## config.mk

```make
export PLATFORM = sky130hd
export DESIGN_NAME = operand_loader
export DESIGN_NICKNAME = d
export VERILOG_FILES = /design/src/rtl/operand_loader_pkg.sv /design/src/rtl/operand_loader_btn_edge.sv /design/src/rtl/operand_loader.sv
export SDC_FILE = /design/constraint.sdc
export NUM_CORES = 1
export LEC_CHECK = 0
export ABC_AREA = 1
export ABC_CLOCK_PERIOD_IN_PS = 6400
export CAP_MARGIN = 20
export CORE_ASPECT_RATIO = 0.9
export CORE_MARGIN = 2
export CORE_UTILIZATION = 55
export CTS_BUF_LIST = sky130_fd_sc_hd__clkbuf_8
export DETAILED_ROUTE_END_ITERATION = 12
export PLACE_DENSITY = 0.92
export SETUP_SLACK_MARGIN = 0.02
export SYNTH_ARGS = -nofsm -noshare
export SYNTH_HDL_FRONTEND = slang
export SYNTH_SLANG_ARGS = --single-unit
```

## constraint.sdc

```tcl
create_clock -name clk -period 6.4 [get_ports clk]
set_input_delay 1.28 -clock clk [delete_from_list [all_inputs] [get_ports clk]]
set_output_delay 1.28 -clock clk [all_outputs]
set_load 0.05 [all_outputs]
```

## src/rtl/operand_loader_pkg.sv

```systemverilog
// Shared types and helpers for the byte-serial operand loader.
// Holds the controller state encoding and the byte-count helper used by the top.
package operand_loader_pkg;

    typedef enum logic [1:0] {
        LOAD     = 2'd0,
        ISSUE    = 2'd1,
        WAIT_RES = 2'd2,
        SHOW     = 2'd3
    } state_t;

    localparam logic [3:0] TAG_BUSY = 4'hF;

    // Number of unit_w-wide bytes that make up a total_w-wide word.
    function automatic int byte_count(input int total_w, input int unit_w);
        return total_w / unit_w;
    endfunction

endpackage

```

## src/rtl/operand_loader_btn_edge.sv

```systemverilog
// Push-button conditioner: two-flop synchroniser followed by a rising-edge detector.
// The pulse lasts one clk cycle per press, however long the button is held.
module btn_edge (
    input  logic clk,
    input  logic rst,
    input  logic raw,
    output logic pulse
);

    logic sync1_q;
    logic sync2_q;
    logic last_q;

    always_ff @(posedge clk or posedge rst) begin
        if (rst) begin
            sync1_q <= 1'b0;
            sync2_q <= 1'b0;
            last_q  <= 1'b0;
        end else begin
            sync1_q <= raw;
            sync2_q <= sync1_q;
            last_q  <= sync2_q;
        end
    end

    assign pulse = sync2_q & ~last_q;

endmodule

```

## src/rtl/operand_loader.sv

```systemverilog
// Loads NUM_OPS operands byte by byte from switches, offers them downstream on a
// valid/ready handshake, captures the result and lets the user browse it by byte.
module operand_loader
    import operand_loader_pkg::*;
#(
    parameter int DATA_W  = 8,
    parameter int WORD_W  = 32,
    parameter int NUM_OPS = 2,
    parameter int RES_W   = 32
) (
    input  logic                      clk,
    input  logic                      rst,
    input  logic                      btn_next,
    input  logic                      btn_prev,
    input  logic [DATA_W-1:0]         data_in,
    output logic [NUM_OPS*WORD_W-1:0] op_bus,
    output logic                      op_valid,
    input  logic                      op_ready,
    input  logic [RES_W-1:0]          res_in,
    input  logic                      res_valid,
    output logic [DATA_W-1:0]         disp_value,
    output logic [3:0]                disp_tag,
    output logic [3:0]                disp_pos,
    output logic                      busy
);

    localparam int NB_OP  = byte_count(WORD_W, DATA_W);
    localparam int NB_RES = byte_count(RES_W, DATA_W);
    localparam int OP_IW  = (NUM_OPS > 1) ? $clog2(NUM_OPS) : 1;
    localparam logic [3:0]       LAST_OP_BYTE  = 4'(NB_OP - 1);
    localparam logic [3:0]       LAST_RES_BYTE = 4'(NB_RES - 1);
    localparam logic [OP_IW-1:0] LAST_OP       = OP_IW'(NUM_OPS - 1);

    logic next_p;
    logic prev_p;

    btn_edge u_next (.clk(clk), .rst(rst), .raw(btn_next), .pulse(next_p));
    btn_edge u_prev (.clk(clk), .rst(rst), .raw(btn_prev), .pulse(prev_p));

    state_t             state_q, state_d;
    logic [3:0]         byte_idx_q, byte_idx_d;
    logic [OP_IW-1:0]   op_idx_q, op_idx_d;
    logic [WORD_W-1:0]  ops_q [NUM_OPS];
    logic [WORD_W-1:0]  ops_d [NUM_OPS];
    logic [RES_W-1:0]   res_q, res_d;

    logic only_next;
    logic only_prev;
    logic both_p;

    assign only_next = next_p & ~prev_p;
    assign only_prev = prev_p & ~next_p;
    assign both_p    = next_p & prev_p;

    always_comb begin
        state_d    = state_q;
        byte_idx_d = byte_idx_q;
        op_idx_d   = op_idx_q;
        ops_d      = ops_q;
        res_d      = res_q;
        case (state_q)
            LOAD: begin
                if (only_next) begin
                    for (int k = 0; k < NUM_OPS; k++) begin
                        for (int b = 0; b < NB_OP; b++) begin
                            if (op_idx_q == OP_IW'(k) && byte_idx_q == 4'(b)) begin
                                ops_d[k][b*DATA_W +: DATA_W] = data_in;
                            end
                        end
                    end
                    if (byte_idx_q == LAST_OP_BYTE) begin
                        byte_idx_d = 4'd0;
                        if (op_idx_q == LAST_OP) begin
                            state_d = ISSUE;
                        end else begin
                            op_idx_d = op_idx_q + 1'b1;
                        end
                    end else begin
                        byte_idx_d = byte_idx_q + 4'd1;
                    end
                end else if (only_prev) begin
                    if (byte_idx_q != 4'd0) begin
                        byte_idx_d = byte_idx_q - 4'd1;
                    end else if (op_idx_q != '0) begin
                        op_idx_d   = op_idx_q - 1'b1;
                        byte_idx_d = LAST_OP_BYTE;
                    end
                end
            end
            ISSUE: begin
                if (op_ready) begin
                    state_d = WAIT_RES;
                end
            end
            WAIT_RES: begin
                if (res_valid) begin
                    res_d      = res_in;
                    byte_idx_d = 4'd0;
                    state_d    = SHOW;
                end
            end
            SHOW: begin
                // Pressing both buttons together starts a fresh calculation.
                if (both_p) begin
                    for (int k = 0; k < NUM_OPS; k++) begin
                        ops_d[k] = '0;
                    end
                    res_d      = '0;
                    byte_idx_d = 4'd0;
                    op_idx_d   = '0;
                    state_d    = LOAD;
                end else if (only_next) begin
                    byte_idx_d = (byte_idx_q == LAST_RES_BYTE) ? 4'd0 : byte_idx_q + 4'd1;
                end else if (only_prev) begin
                    byte_idx_d = (byte_idx_q == 4'd0) ? LAST_RES_BYTE : byte_idx_q - 4'd1;
                end
            end
            default: state_d = LOAD;
        endcase
    end

    always_ff @(posedge clk or posedge rst) begin
        if (rst) begin
            state_q    <= LOAD;
            byte_idx_q <= 4'd0;
            op_idx_q   <= '0;
            res_q      <= '0;
            for (int k = 0; k < NUM_OPS; k++) begin
                ops_q[k] <= '0;
            end
        end else begin
            state_q    <= state_d;
            byte_idx_q <= byte_idx_d;
            op_idx_q   <= op_idx_d;
            res_q      <= res_d;
            ops_q      <= ops_d;
        end
    end

    for (genvar gi = 0; gi < NUM_OPS; gi++) begin : g_op_bus
        assign op_bus[gi*WORD_W +: WORD_W] = ops_q[gi];
    end

    assign op_valid = (state_q == ISSUE);
    assign busy     = (state_q == ISSUE) || (state_q == WAIT_RES);

    always_comb begin
        disp_value = '0;
        disp_tag   = TAG_BUSY;
        disp_pos   = 4'd0;
        case (state_q)
            LOAD: begin
                disp_value = data_in;
                disp_tag   = 4'(op_idx_q);
                disp_pos   = byte_idx_q + 4'd1;
            end
            SHOW: begin
                for (int b = 0; b < NB_RES; b++) begin
                    if (byte_idx_q == 4'(b)) begin
                        disp_value = res_q[b*DATA_W +: DATA_W];
                    end
                end
                disp_tag = 4'(NUM_OPS);
                disp_pos = byte_idx_q + 4'd1;
            end
            default: ;
        endcase
    end

endmodule

```

==> impl_metrics.ini, run 1 <==
[status]
status = complete, no violations

[clock_tree]
clockBufferDepth = 2
htree_num_levels = 3
ctsHoldBuffers = 0
clock-sinks = 109
cts_tree = yes
cts_resized = 0
post_cts.repair.setup_buffers = 0
cts_made_buffers = 9
clockRootBuffer = clkbuf_8
clk_latency_ns = 0.38
clk_pin_slew_ns = 0.11

[drt]
ant_nets = 0
via_count = 4589
routedWlPerCell_um = 15.8
wl_um = 13400
avgViaCountPerCell = 5.43
post-route-drc-count = 0
drtIter0Drc = 406
drt_pass1_iterations = 5

[sta]
relSlewSlack_pct = 44.3
finalMaxSlewViolations = 0
clock_skew_ns = 0.0130
fin_crit_ns = 4.22
setup_violations = 0
fmax_ghz = 0.237
hold_viol = 0
worst-slew-pin-transition_ns = 0.836
post-route-period-util_pct = 65.9
rsz0062_at_grt = no
setup_tns_ns = 0

[synth]
yosysSeqAreaShare_pct = 52.4
synth_area_leaders = dfrtp_1, nand2_1, nand3_1
synth_cell_types = 25
synth_fp_nets = 668
postSynthCellCount = 611
synth_top_area_share_pct = 52.4
syn_area_mm2 = 0.00521
synth-seq-cells = 109
avgSynthCellArea_um2 = 8.53
yosys.area.top_type = dfrtp_1
ys_warn_count = 0

[setup_path]
r2r-start = state_q[0]$_DFFE_PP0P_
cp-end-kind = primary output
ff2ff_setup_slack_ns = 3.80
critPathMaxStageDelay_ns = 0.85
cp_common_cell = clkdlybuf4s50_1
path_class = in2out
r2r-end = op_bus[36]$_DFFE_PP0P_
crit_buf_inv = 2
crit_chain = clkdlybuf4s50_1 -> nand2_1 -> a21oi_1 -> clkdlybuf4s50_1
cp.required_ns = 5.12
crit_family = buffers and inverters
crit_fanout = 2
cp_slowest_cell = clkdlybuf4s50_1
arrival_ns = 2.94
start_kind = input pin
rr_worst_depth = 9

[global_routing]
grt-ovfl-total = 0
grt_usage_pct = 26.9
grt_start_max_net_pins = 71
grt_pass1_vias = 4414
grt_pass1_wl_um = 21400
antenna_found_initial = 0

[final_layout]
fin_nets = 775
design_area_mm2 = 0.00672
antennaDiodeCount = 0
regArea_mm2 = 0.00273
areaGrowthSynthToFinish_pct = 28.9
instances_no_fill = 845
fill_cells = 649
multi_input_area_mm2 = 0.00200
drive_above_1_share_pct = 6.09

[floorplan]
die_area_mm2 = 0.0103
initial_core_util_pct = 56.8
core_area_mm2 = 0.00917
die_x_um = 107
rows = 33
die_y_um = 96.3
pin_count = 128

[placement]
gp_routability_congestion = 0.940
placed_cells = 829
detailed_place_hpwl_um = 9640
dpl_cell_area_mm2 = 0.00645
io_buffers = 127

[hold_path]
hold_depth = 0
hp-class = reg2reg
holdPathEnd = u_prev.sync2_q$_DFF_PP0_
holdCritStartpoint = u_prev.sync1_q$_DFF_PP0_

[job]
cap_violations = 0
## cell families (layout without fill, tap and decap cells)
kind of cell             Yosys count  after routing  synth area share [%]
AO/OA/AOI/OAI                    127            127                  12.8
XOR/XNOR                           3              3                 0.504
adder cells (fa/ha/maj)           11             11                  2.64
buffers and inverters            109            221                  9.41
flip-flops                       109            109                  52.4
AND/OR/NAND/NOR                  252            252                  22.3
## flip-flops by register name (all words and copies together) (netlist names)
register and flops:
u_prev.sync1_q 1, u_next.last_q 1, u_next.sync2_q 1, state_q 2
u_prev.last_q 1, res_q 32, op_idx_q 1, op_bus 64
byte_idx_q 4, u_prev.sync2_q 1, u_next.sync1_q 1
## through the flow
| step | setup WS [ns] | util (%) | hold WS (ns) |
|---|---|---|---|
| final | 2.18 | 73.3 | 0.371 |
| after global routing | 1.97 | 73.3 | 0.377 |
| after CTS | 2.20 | 73.3 | 0.370 |
| after detailed placement | 2.21 | 70.4 | 0.344 |
| after global placement | 2.20 | 70.4 | 0.336 |
| after floorplan | 2.25 | - | 0.331 |
## how the worst max path moves through the flow
stage	startpoint	endpoint	slack [ns]	cells past startpoint
floorplan	rst	byte_idx_q[0]$_DFFE_PP0P_	2.25	1
global placement	data_in[7]	disp_value[7]	2.20	4
detailed placement	data_in[7]	disp_value[7]	2.21	4
CTS	byte_idx_q[1]$_DFFE_PP0P_	disp_value[2]	2.20	9
global route	byte_idx_q[1]$_DFFE_PP0P_	disp_value[0]	1.97	9
finish	data_in[7]	disp_value[7]	2.18	4
## final cells by class
type / instances / area share [%]
Tap cell: 122 / 2.27
Multi-Input combinational cell: 393 / 29.8
Timing Repair Buffer: 129 / 19.1
Inverter: 76 / 4.28
Clock inverter: 7 / 2.09
Clock buffer: 9 / 1.84
Sequential cell: 109 / 40.6
## per-layer routing
metal	track usage, %	up-vias	routed length [um]
li1	-	2171	-
met1	35.9	2195	5600
met2	44.2	193	6610
met3	4.40	30	827
met4	11.3	0	314
met5	0	-	0
## cell usage after synthesis
cell and instances:
nand2_1 146, dfrtp_1 109, inv_1 75, nand3_1 63, o21ai_1 62, o21ai_0 46
nor2_1 23, clkbuf_1 12, buf_2 11, ha_1 11, a21oi_1 10, nand2_4 9
buf_6 8, o21ai_2 6, nand2_2 3, nand4_1 3, nor2_8 3, a21oi_2 2
buf_4 2, xor2_1 2, a31oi_1 1, and2_1 1, inv_2 1, or2_2 1
xnor2_1 1
## cell usage in the layout (no fill, tap or decap)
| cell type | instances |
|---|---|
| and2_1 | 1 |
| nand2_1 | 146 |
| buf_4 | 2 |
| nand4_1 | 3 |
| nor2_1 | 23 |
| or2_2 | 1 |
| a21oi_4 | 1 |
| xnor2_1 | 1 |
| clkdlybuf4s50_1 | 127 |
| inv_2 | 1 |
| xor2_1 | 2 |
| o21ai_1 | 62 |
| clkbuf_8 | 9 |
| o21ai_2 | 6 |
| o21ai_0 | 46 |
| a31oi_1 | 1 |
| a21oi_1 | 10 |
| bufinv_16 | 3 |
| nand2_4 | 9 |
| nor2_8 | 3 |
| inv_4 | 1 |
| a21oi_2 | 1 |
| clkinv_8 | 2 |
| dfrtp_1 | 109 |
| ha_1 | 11 |
| inv_1 | 74 |
| inv_6 | 2 |
| nand2_2 | 3 |
| nand3_1 | 63 |
Power of run 1 is left out: the tool's default activity adds up to more than one toggle a clock period on the data nets, which glitch-free logic cannot reach.
==> run 2, diff against run 1 <==
Settings changed: ABC_CLOCK_PERIOD_IN_PS 6400 to 3990, CORE_UTILIZATION 55 to 51, PLACE_DENSITY 0.92 to 0.86.
Clock period 6.4 ns to 3.99 ns, I/O delays scaled along.
==> impl_metrics.ini, run 2 (same netlist as run 1, synthesis figures left out) <==
[floorplan]
die_area_mm2 = 0.0110
pin_count = 128
rows = 34
initial_core_util_pct = 53.2
die_x_um = 111
die_y_um = 99.9
core_area_mm2 = 0.00978

[sta]
relSlewSlack_pct = 54.2
finalMaxSlewViolations = 0
post-route-period-util_pct = 93.1
fmax_ghz = 0.269
setup_tns_ns = 0
clock_skew_ns = 0.0107
fin_crit_ns = 3.72
rsz0062_at_grt = no
worst-slew-pin-transition_ns = 0.687
setup_violations = 0
hold_viol = 0

[drt]
drtIter0Drc = 328
avgViaCountPerCell = 5.25
wl_um = 12700
post-route-drc-count = 0
ant_nets = 0
routedWlPerCell_um = 15.0
via_count = 4454
drt_pass1_iterations = 5

[clock_tree]
clock-sinks = 109
cts_made_buffers = 9
clk_latency_ns = 0.37
htree_num_levels = 3
cts_tree = yes
clockBufferDepth = 2
post_cts.repair.setup_buffers = 0
clockRootBuffer = clkbuf_8
ctsHoldBuffers = 0
cts_resized = 0
clk_pin_slew_ns = 0.11

[global_routing]
grt-ovfl-total = 0
grt_pass1_vias = 4265
grt_start_max_net_pins = 65
grt_usage_pct = 23.3
antenna_found_initial = 0
grt_pass1_wl_um = 20800

[final_layout]
largest_reg_flops = 64
antennaDiodeCount = 0
final_common_cell = nand2_1
layout_common_cells = nand2_1, clkdlybuf4s50_1, dfrtp_1, inv_1, nand3_1
fin_nets = 775
drive_above_1_share_pct = 6.09
areaGrowthSynthToFinish_pct = 28.1

[job]
cap_violations = 0

[setup_path]
cp_common_cell = nand2_1
crit_fanout = 17
crit_path_start = byte_idx_q[1]$_DFFE_PP0P_
cp_slowest_cell = clkdlybuf4s50_1
critPathMaxStageDelay_ns = 0.85
start_kind = flop
cp.required_ns = 3.19
crit_chain = inv_1 -> ha_1 -> nand3_1 -> nand2_1 -> nand2_1 -> nand2_1 -> nand2_1 -> a21oi_1 -> clkdlybuf4s50_1
cp-end-kind = primary output
rr_worst_depth = 9
arrival_ns = 2.92
path_class = reg2out
r2r-start = state_q[0]$_DFFE_PP0P_

[placement]
io_buffers = 127
gp_routability_congestion = 0.905
detailed_place_hpwl_um = 9390

[hold_path]
holdCritStartpoint = u_prev.sync1_q$_DFF_PP0_
hp-class = reg2reg
hold_depth = 0

[status]
status = complete, no violations
run 2: final timing paths:
kind	endpoint	slack (ns)
setup / recovery	disp_value[6]	0.27
hold / removal	u_prev.sync2_q$_DFF_PP0_	0.37
setup reg to reg	op_bus[14]$_DFFE_PP0P_	1.52
hold reg to reg	u_prev.sync2_q$_DFF_PP0_	0.37
max in group asynchronous	state_q[1]$_DFFE_PP0P_	2.39
min in group asynchronous	op_bus[61]$_DFFE_PP0P_	0.86
run 2: cell type report:
class / instances / area, um2
clock inverters: 6 / 67.6
repair buffers: 129 / 1300
inverters: 76 / 288
multi-input cells: 393 / 2000
fillers: 758 / 3110
flip-flops and latches: 109 / 2730
clock buffers: 10 / 138
well taps: 126 / 158
run 2: metal layers:
layer  part of all wire, %  global-route usage (%)  up-vias
met5                     0                       0        -
met4                   2.1                    7.98        0
met3                   5.9                    4.23       26
met2                    48                    37.2      148
met1                    44                    32.8     2116
li1                      -                       -     2164
run 2: metrics by stage:
step | instance area, um2 | hold WS [ns] | instances | worst slack (ns) | utilization, %
final | 6680 | 0.367 | 849 | 0.273 | 68.2
after global routing | 6680 | 0.369 | 849 | 0.0986 | 68.2
after CTS | 6680 | 0.369 | 849 | 0.307 | 68.2
after detailed placement | 6470 | 0.342 | 833 | 0.740 | 66.1
after global placement | 6470 | 0.339 | 833 | 0.753 | 66.1
after floorplan | 5210 | 0.331 | 611 | 0.318 | -
run 2: worst max-delay path: cells and delay by family (launching register included):
| kind | cells | cell delay, ns |
|---|---|---|
| fa+ha+maj | 1 | 0.52 |
| compound gates | 1 | 0.20 |
| buf+inv | 2 | 1.00 |
| simple gates | 5 | 0.41 |
| flops | 1 | 0.43 |
Power of run 2 is left out for the same reason.
==> run 3, diff against run 2 <==
Settings changed: CORE_UTILIZATION 51 to 42, PLACE_DENSITY 0.86 to 0.74.
==> impl_metrics.ini, run 3 (same netlist as run 1, synthesis figures left out) <==
[clock_tree]
htree_num_levels = 3
clk_latency_ns = 0.38
clockBufferDepth = 2
clock-sinks = 109
cts_made_buffers = 9
cts_tree = yes
clk_pin_slew_ns = 0.11
post_cts.repair.setup_buffers = 0
clockRootBuffer = clkbuf_8
ctsHoldBuffers = 0
cts_resized = 0

[setup_path]
start_kind = flop
cp-end-kind = primary output
cp.required_ns = 3.19
arrival_ns = 2.88
crit_fanout = 28
path_class = reg2out

[hold_path]
hp-class = reg2reg

[final_layout]
layout_common_cells = nand2_1, clkdlybuf4s50_1, dfrtp_1, inv_1, nand3_1
largest_reg_flops = 64
fin_nets = 776
fill_cells = 1102
final_common_cell = nand2_1
multi_input_area_mm2 = 0.00200
areaGrowthSynthToFinish_pct = 28.6
drive_above_1_share_pct = 6.22
antennaDiodeCount = 0
instances_no_fill = 884
regArea_mm2 = 0.00273

[drt]
avgViaCountPerCell = 5.05
wl_um = 13400
ant_nets = 0
drtIter0Drc = 353
post-route-drc-count = 0
drt_pass1_iterations = 5
routedWlPerCell_um = 15.2
via_count = 4460

[floorplan]
core_area_mm2 = 0.0121
rows = 38
pin_count = 128
die_x_um = 121
die_area_mm2 = 0.0133
initial_core_util_pct = 43.1
die_y_um = 110

[global_routing]
antenna_found_initial = 0
grt_usage_pct = 21.2
grt_pass1_vias = 4463
grt_pass1_wl_um = 22100
grt_start_max_net_pins = 67
grt-ovfl-total = 0

[sta]
fin_crit_ns = 3.68
post-route-period-util_pct = 92.3
fmax_ghz = 0.272
finalMaxSlewViolations = 0
worst-slew-pin-transition_ns = 0.816
relSlewSlack_pct = 45.6
clock_skew_ns = 0.0152
setup_tns_ns = 0
hold_viol = 0
setup_violations = 0
rsz0062_at_grt = no

[placement]
gp_routability_congestion = 0.924
placed_cells = 868
io_buffers = 127
detailed_place_hpwl_um = 9820

[job]
cap_violations = 0

[status]
status = complete, no violations
-- run 3: cell types whose count changed in the layout (fill, tap and decap cells not counted), sizes merged --
cell | previous run | this run
clkinv | 4 | 0
clkinvlp | 0 | 3
buf | 2 | 3
inv | 78 | 79
-- run 3: per-stage QoR --
stage | cell area (um2) | setup slack (ns) | util (%) | hold WS, ns
global placement | 6510 | 0.766 | 53.9 | 0.342
CTS | 6700 | 0.316 | 55.5 | 0.372
global route | 6700 | 0.0921 | 55.5 | 0.381
floorplan | 5210 | 0.318 | - | 0.331
detailed placement | 6510 | 0.763 | 53.9 | 0.352
finish | 6700 | 0.308 | 55.5 | 0.367
-- run 3: path summary, 6_finish.rpt --
check | from | endpoint | slack [ns] | depth (start not counted)
worst max-delay path | byte_idx_q[2]$_DFFE_PP0P_ | disp_value[5] | 0.31 | 8
worst min-delay path | u_prev.sync1_q$_DFF_PP0_ | u_prev.sync2_q$_DFF_PP0_ | 0.37 | 0
max in group asynchronous | rst | res_q[13]$_DFFE_PP0P_ | 2.24 | 3
worst max register to register | state_q[0]$_DFFE_PP0P_ | op_bus[36]$_DFFE_PP0P_ | 1.47 | 9
worst min register to register | u_prev.sync1_q$_DFF_PP0_ | u_prev.sync2_q$_DFF_PP0_ | 0.37 | 0
min in group asynchronous | rst | byte_idx_q[2]$_DFFE_PP0P_ | 0.92 | 2
-- run 3: worst max-delay path: stages, from the launching register on --
cell and delay [ns]:
dfrtp_1 0.50, nor2_8 0.34, nand2_2 0.32, nand2_1 0.17, inv_1 0.05, nand2_1 0.06, nand2_1 0.04, a21oi_1 0.16
clkdlybuf4s50_1 0.84
-- run 3: metal layers --
layer | GRT usage [%] | routed length [um] | vias to the layer above
li1 | - | - | 2164
met1 | 29.7 | 6110 | 2121
met2 | 34.4 | 6390 | 155
met3 | 3.48 | 707 | 20
met4 | 5.99 | 185 | 0
met5 | 0 | 0 | -
-- run 3: cell type report --
type	count	share of cell area, %
Clock inverter	6	0.766
Timing Repair Buffer	130	19.3
Clock buffer	10	2.05
Inverter	76	4.30
Sequential cell	109	40.7
Multi-Input combinational cell	393	29.9
Tap cell	160	2.99
Power of run 3 is left out for the same reason.
